<file path="config.mk">
export PLATFORM = sky130hd
export DESIGN_NAME = rep_sequencer
export DESIGN_NICKNAME = d
export VERILOG_FILES = /design/src/rtl/rep_sequencer.sv
export SDC_FILE = /design/constraint.sdc
export NUM_CORES = 1
export LEC_CHECK = 0
export CAP_MARGIN = 10
export CORE_MARGIN = 3
export CORE_UTILIZATION = 44
export CTS_BUF_LIST = sky130_fd_sc_hd__clkbuf_4 sky130_fd_sc_hd__clkbuf_8
export CTS_CLUSTER_DIAMETER = 150
export DETAILED_ROUTE_END_ITERATION = 10
export GPL_ROUTABILITY_DRIVEN = 1
export MAX_ROUTING_LAYER = met4
export PLACE_DENSITY = 0.83
export SLEW_MARGIN = 40
export SYNTH_ARGS = -nofsm -noshare
export SYNTH_HDL_FRONTEND = slang
export SYNTH_SLANG_ARGS = --single-unit
</file>
<file path="constraint.sdc">
create_clock -name clk -period 3.2 [get_ports clk]
set_clock_uncertainty 0.2 [all_clocks]
set_input_delay 0.8 -clock clk [delete_from_list [all_inputs] [get_ports clk]]
set_output_delay 0.8 -clock clk [all_outputs]
set_load 0.01 [all_outputs]
</file>
<file path="src/rtl/rep_sequencer.sv">
// rep_sequencer: expands a REP-prefixed instruction into one downstream issue
// per ECX iteration, writing the decremented ECX back with each issue.
// Non-REP instructions pass straight through while the sequencer is idle.
module rep_sequencer #(
  parameter int IADDRW = 32
) (
  input  logic              clk,
  input  logic              reset,
  input  logic              flush,
  input  logic              in_valid,
  output logic              in_ready,
  input  logic              in_rep,
  input  logic [IADDRW-1:0] in_pc,
  input  logic [31:0]       ecx_in,
  input  logic              busy_ahead,
  input  logic              pending_int,
  output logic              hold_int,
  output logic              int_window,
  output logic              out_valid,
  input  logic              out_ready,
  output logic [IADDRW-1:0] out_pc,
  output logic              wb_valid,
  output logic [2:0]        wb_reg,
  output logic [31:0]       wb_data,
  output logic [2:0]        wb_size,
  output logic              rep_active
);

  typedef enum logic [1:0] {
    ST_IDLE  = 2'd0,
    ST_WAIT  = 2'd1,
    ST_ISSUE = 2'd2,
    ST_PAUSE = 2'd3
  } state_e;

  state_e      state_q, state_d;
  logic [31:0] cnt_q, cnt_d;

  // Constant write-back target: ECX, 32-bit; PC rides along unchanged.
  assign wb_reg     = 3'b001;
  assign wb_size    = 3'd3;
  assign out_pc     = in_pc;
  assign rep_active = (state_q != ST_IDLE);

  // State and iteration-count registers, cleared asynchronously by reset.
  always_ff @(posedge clk or posedge reset) begin
    if (reset) begin
      state_q <= ST_IDLE;
      cnt_q   <= 32'd0;
    end else begin
      state_q <= state_d;
      cnt_q   <= cnt_d;
    end
  end

  // Next-state, count update and handshake outputs; flush beats any handshake.
  always_comb begin
    state_d    = state_q;
    cnt_d      = cnt_q;
    out_valid  = 1'b0;
    in_ready   = 1'b0;
    wb_valid   = 1'b0;
    wb_data    = 32'd0;
    hold_int   = 1'b0;
    int_window = 1'b0;
    case (state_q)
      ST_IDLE: begin
        if (flush) begin
          state_d = ST_IDLE;
        end else if (in_rep) begin
          if (in_valid) begin
            state_d = ST_WAIT;
          end else begin
            state_d = ST_IDLE;
          end
        end else begin
          out_valid = in_valid;
          in_ready  = out_ready;
        end
      end
      ST_WAIT: begin
        hold_int = pending_int;
        if (flush) begin
          state_d = ST_IDLE;
        end else if (!busy_ahead) begin
          if (ecx_in == 32'd0) begin
            // Zero count: retire the instruction without issuing anything.
            in_ready = 1'b1;
            state_d  = ST_IDLE;
          end else begin
            cnt_d   = ecx_in;
            state_d = ST_ISSUE;
          end
        end else begin
          state_d = ST_WAIT;
        end
      end
      ST_ISSUE: begin
        hold_int = pending_int;
        if (flush) begin
          state_d = ST_IDLE;
        end else begin
          out_valid = 1'b1;
          if (out_ready) begin
            wb_valid = 1'b1;
            wb_data  = cnt_q - 32'd1;
            cnt_d    = cnt_q - 32'd1;
            if (cnt_q == 32'd1) begin
              // Last iteration completes even with an interrupt pending.
              in_ready = 1'b1;
              state_d  = ST_IDLE;
            end else if (pending_int) begin
              state_d = ST_PAUSE;
            end else begin
              state_d = ST_ISSUE;
            end
          end else begin
            state_d = ST_ISSUE;
          end
        end
      end
      ST_PAUSE: begin
        // Parked on an iteration boundary until the pipeline is flushed and
        // the instruction refetched with the partially decremented ECX.
        int_window = 1'b1;
        if (flush) begin
          state_d = ST_IDLE;
        end else begin
          state_d = ST_PAUSE;
        end
      end
      default: begin
        state_d = ST_IDLE;
      end
    endcase
  end

endmodule

</file>
# Word-level counts from Yosys, hierarchy flattened
# Cells that the tools add are included.
# Widths: inputs -> output; s select.
dict set report totals {
  input_bits 72
  out_inout_bits 76
  register_bits 34
  elab_cells 58
}
dict set report classes {
  eq_ne 10
  n_addsub 1
  n_reduce_logical 6
  n_mux 39
}
# op count
set ops {}
lappend ops {{$mux 32} 8}
lappend ops {{$pmux 32 s2} 1}
lappend ops {{$eq 32x1->1 const B} 1}
lappend ops {{$logic_not 32->1} 1}
lappend ops {{$sub 32x1->32 const B} 1}
lappend ops {{$mux 1} 18}
lappend ops {{$mux 2} 9}
lappend ops {{$ne 2x2->1 const B} 5}
lappend ops {{$pmux 2 s4} 1}
lappend ops {{$reduce_and 6->1} 1}
lappend ops {{$eq 2x2->1 const B} 2}
lappend ops {{$reduce_bool 2->1} 2}
lappend ops {{$ne 3x3->1 const B} 1}
lappend ops {{$pmux 1 s3} 1}
lappend ops {{$eq 2x1->1 const B} 1}
lappend ops {{$logic_not 2->1} 1}
lappend ops {{$pmux 1 s2} 1}
lappend ops {{$reduce_or 2->1} 1}

# Depth between registers and ports, before layout
dict set report logic_depth {
  depth_word 5
  depth_mapped 11
  depth_no_buf 8
}

# Worst setup path before layout
# Ideal clock, no wire load.
dict set report synth_timing {
  path_type {reg2out}
  startpoint {reg cnt_q[0]}
  endpoint {out wb_data[30]}
  required_time_ns 2.200
  t_arrival_ns 2.085
  stages_incl_launch_ff 8
  setup_slack_ns 0.115
  path_buffers 0
  path_cell_list {dfrtp_1 > inv_1 > ha_1 > nor3b_1 > nand2_1 > or3_4 > xor2_1 > nor2_1}
}
dict set report synth_between {
  elab_chain_len 4
}
# item line_no
set synth_lines {}
lappend synth_lines {{start, declared} 37} ;# logic [31:0] cnt_q, cnt_d;
lappend synth_lines {{start signal, assigned} 52} ;# cnt_q <= cnt_d;
lappend synth_lines {{$sub 32x1->32} 106} ;# wb_data = cnt_q - 32'd1;
lappend synth_lines {{$mux 32} 104} ;# if (out_ready) begin
lappend synth_lines {{$mux 32} 100} ;# if (flush) begin
lappend synth_lines {{$mux 32} 66} ;# case (state_q)
lappend synth_lines {{end, declared} 24} ;# output logic [31:0] wb_data,
# Every way passes these cells.

# Worst setup path in the final report
dict set report layout_timing {
  startpoint {reg cnt_q[1]}
  endpoint {out wb_data[23]}
}
# The elaborated chain is that of the path after synthesis.

==> results.yml <==
sta:
  maxSlewHeadroom_pct: 63.0
  setup_ws_ns: -0.311
  period_share_pct: 110
  hold_viol: 0
  fmax_mhz: 285
  final.min_clock_period_ns: 3.51
  worstMarginPinSlew_ns: 0.555
  rsz0062_at_grt: "yes"
  setup_viol: 25
  maxSlewViolCount: 0
logic_synthesis:
  synth_area_mm2: 0.00338
  yosysWarnings: 0
  syn_inst: 428
  yosysTopAreaCell: "dfrtp_1"
  synth_fa_ha_area_share_pct: 2.22
  synth_simple_gate_area_share_pct: 25.2
  synth_compound_area_share_pct: 27.0
  synth_top_area_share_pct: 25.2
  synth-seq-cells: 34
  synth_area_leaders: "dfrtp_1, buf_4, nor2_1"
  synth_sequential_area_ratio_pct: 25.2
  synth_top_family_by_area: "compound AO/OA/AOI/OAI gates"
  synth_area_per_cell_um2: 7.89
  synthMuxAreaShare_pct: 0.593
  synth_cell_types: 63
  synth_edf_count: 0
  synth_xor_xnor_area_share_pct: 5.19
  synth_ff_type: "dfrtp_1"
  async_flop_share_pct: 100
clock_network:
  htree_levels: 2
  hold_buffers: 0
  clk_pin_slew_ns: 0.07
  cts_tree: "yes"
  clock-root-buffer: "clkbuf_8"
  clock_path_buffers: 2
  cts_buffers: 5
  clk-insertion-delay-late_ns: 0.31
  cts.sink_count: 34
setup_path:
  crit_buf_inv: 4
  rrSetupSlack_ns: 0.13
  path_max_fanout: 3
  critical_path.most_common_cell: "buf_6"
  required_ns: 2.20
  path_class: "reg -> out"
  cp-startpoint: "cnt_q[1]$_DFFE_PP0P_"
  worst_path_largest_cell_delay_ns: 0.52
  r2r-start: "state_q[0]$_DFFE_PP0P_"
  slowest_stage: "or4_4"
  cpLargestDelayFamily: "simple AND/OR/NAND/NOR gates"
  worst_setup_path_start_kind: "register"
  crit_chain: "buf_6 -> buf_6 -> nor4_4 -> buf_4 -> nand2_4 -> or4_4 -> xor2_1 -> nor2_1 -> buf_2"
  crit_arrival_ns: 2.51
  endpoint_kind: "output port"
layout:
  post-route-util_pct: 79.7
  design_area_mm2: 0.00585
  seq_area_um2: 853
  fin_nets: 699
  fin_cells: 721
  multi_input_area_mm2: 0.00251
  n_fill_cell: 385
  n_antenna_cell: 0
  areaGrowthSynthToFinish_pct: 73.1
  drive_above_1_share_pct: 45.2
route:
  viasPerCell: 6.73
  wl_um: 17400
  wl_per_cell_um: 24.1
  drcViolationCount: 0
  ant_nets: 0
  dr_total_vias: 4855
  drt_pass1_iterations: 6
  drt_iter0_drc: 736
hold_path:
  hold_path_class: "reg -> reg"
  hold_start: "cnt_q[29]$_DFFE_PP0P_"
floorplan:
  die_h_um: 93.6
  die_w_um: 93.6
  fp.coreArea_mm2: 0.00733
  core.rowCount: 31
  die_area_mm2: 0.00876
  ios: 148
  start_util_pct: 46.1
global_route:
  grt_pass1_wl_um: 21100
  grt_max_degree: 51
  grt_use_total_pct: 31.2
  grt_pass1_vias: 4246
  overflow: 0
  antenna_found_initial: 0
power:
  powerDensity_mw_per_mm2: 679
  irDropWorstVdd_uv: 530
  total_leakage_power_uw: 0.00295
  p_total_uw: 3970
placement:
  place_inst: 669
  place_congestion: 0.940
  dpl_cell_area_mm2: 0.00485
  dp_hpwl_um: 9170
  port_buffers: 77
run:
  drv_cap: 0
run_status:
  violations: "setup timing"
  outcome: "finished, violations left"
[layer usage]
metal / vias to the layer above / track usage [%] / wire length (um)
li1: 1941 / - / -
met1: 2224 / 37.8 / 6100
met2: 497 / 51.5 / 7720
met3: 193 / 4.75 / 2060
met4: 0 / 13.8 / 1530
met5: - / - / 0
[stage by stage]
stage               setup WS [ns]  hold slack, ns  TNS, ns
floorplan                   0.115           0.325        0
global placement           -0.685           0.352    -9.28
detailed placement         -0.748           0.373   -13.40
CTS                        -0.263           0.389    -2.65
global route               -0.412           0.455    -4.73
finish                     -0.311           0.452    -2.95
[Yosys cell counts, types with 4 or more instances]
master	number
xor2_1	8
buf_2	7
o211ai_1	5
a2bb2oi_1	9
a221o_1	8
nor2_1	39
nor4_1	12
o2bb2a_1	4
or3_1	4
a31oi_1	13
nand3_1	8
nor3b_1	5
clkbuf_1	22
o31ai_1	4
and3_1	4
inv_1	15
a22oi_1	10
dfrtp_1	34
nor3_1	12
o22a_1	8
o21ai_0	14
nand2_1	33
ha_1	6
buf_4	38
nand4_1	6
a21oi_1	18
xnor2_1	12
a32oi_1	4
o22ai_1	10
[final timing paths]
path,to,cells past startpoint
min,cnt_q[29]$_DFFE_PP0P_,1
max in group asynchronous,cnt_q[1]$_DFFE_PP0P_,3
max reg2reg,cnt_q[22]$_DFFE_PP0P_,11
min reg2reg,cnt_q[29]$_DFFE_PP0P_,1
max,wb_data[23],9
min in group asynchronous,cnt_q[31]$_DFFE_PP0P_,3
[layout by cell type (no fill, tap or decap), types with 9 or more instances in the layout]
cell,netlist,layout
buf_4,38,154
buf_6,2,16
buf_2,7,21
a31oi_1,13,13
nor2_1,39,35
a21oi_1,18,10
clkdlybuf4s50_1,0,9
o22ai_1,10,10
inv_1,15,13
nand2_1,33,27
a2bb2oi_1,9,9
dlymetal6s2s_1,0,41
dfrtp_1,34,32
o21ai_0,14,12
a22oi_1,10,10
[timing repair]
action                                  4_1_cts  5_1_grt
gates resized for setup                     128      118
endpoints found under the setup margin       34       34
pin swaps                                    22       37
setup buffers                                14       29
cloned                                        0        2
[worst register-to-register path, cell delays in order, from the launching register on]
cell       delay, ns
dfrtp_1         0.42
inv_1           0.10
ha_1            0.21
buf_4           0.48
mux2i_1         0.17
nor3_2          0.35
o21ai_1         0.15
buf_4           0.19
buf_4           0.17
buf_4           0.16
a2bb2oi_1       0.19
o22a_1          0.20
[kinds of logic after synthesis]
kind of cell	Yosys count
and+or+nand+nor	153
AOI/OAI and AO/OA	126
buffers and inverters	85
DFF	34
xor gates and xnor gates	20
adders and majority gates	6
other	2
muxes	2
[registers in the layout (all words and copies together), names as in the netlist]
register  cells
cnt_q        32
state_q       2
[final cells by class]
class	instances	area share, %
inverters	16	1.03
repair buffers	251	37.4
multi-input cells	313	43.0
clock buffers	8	1.88
flip-flops and latches	34	14.6
well taps	99	2.12
[power breakdown]
part	internal, uW	total (uW)	switching [uW]
sequential	644	912	269
clock	218	400	182
combinational	1250	2660	1410
total	2110	3970	1860
Power figures use the tool's default switching activity.
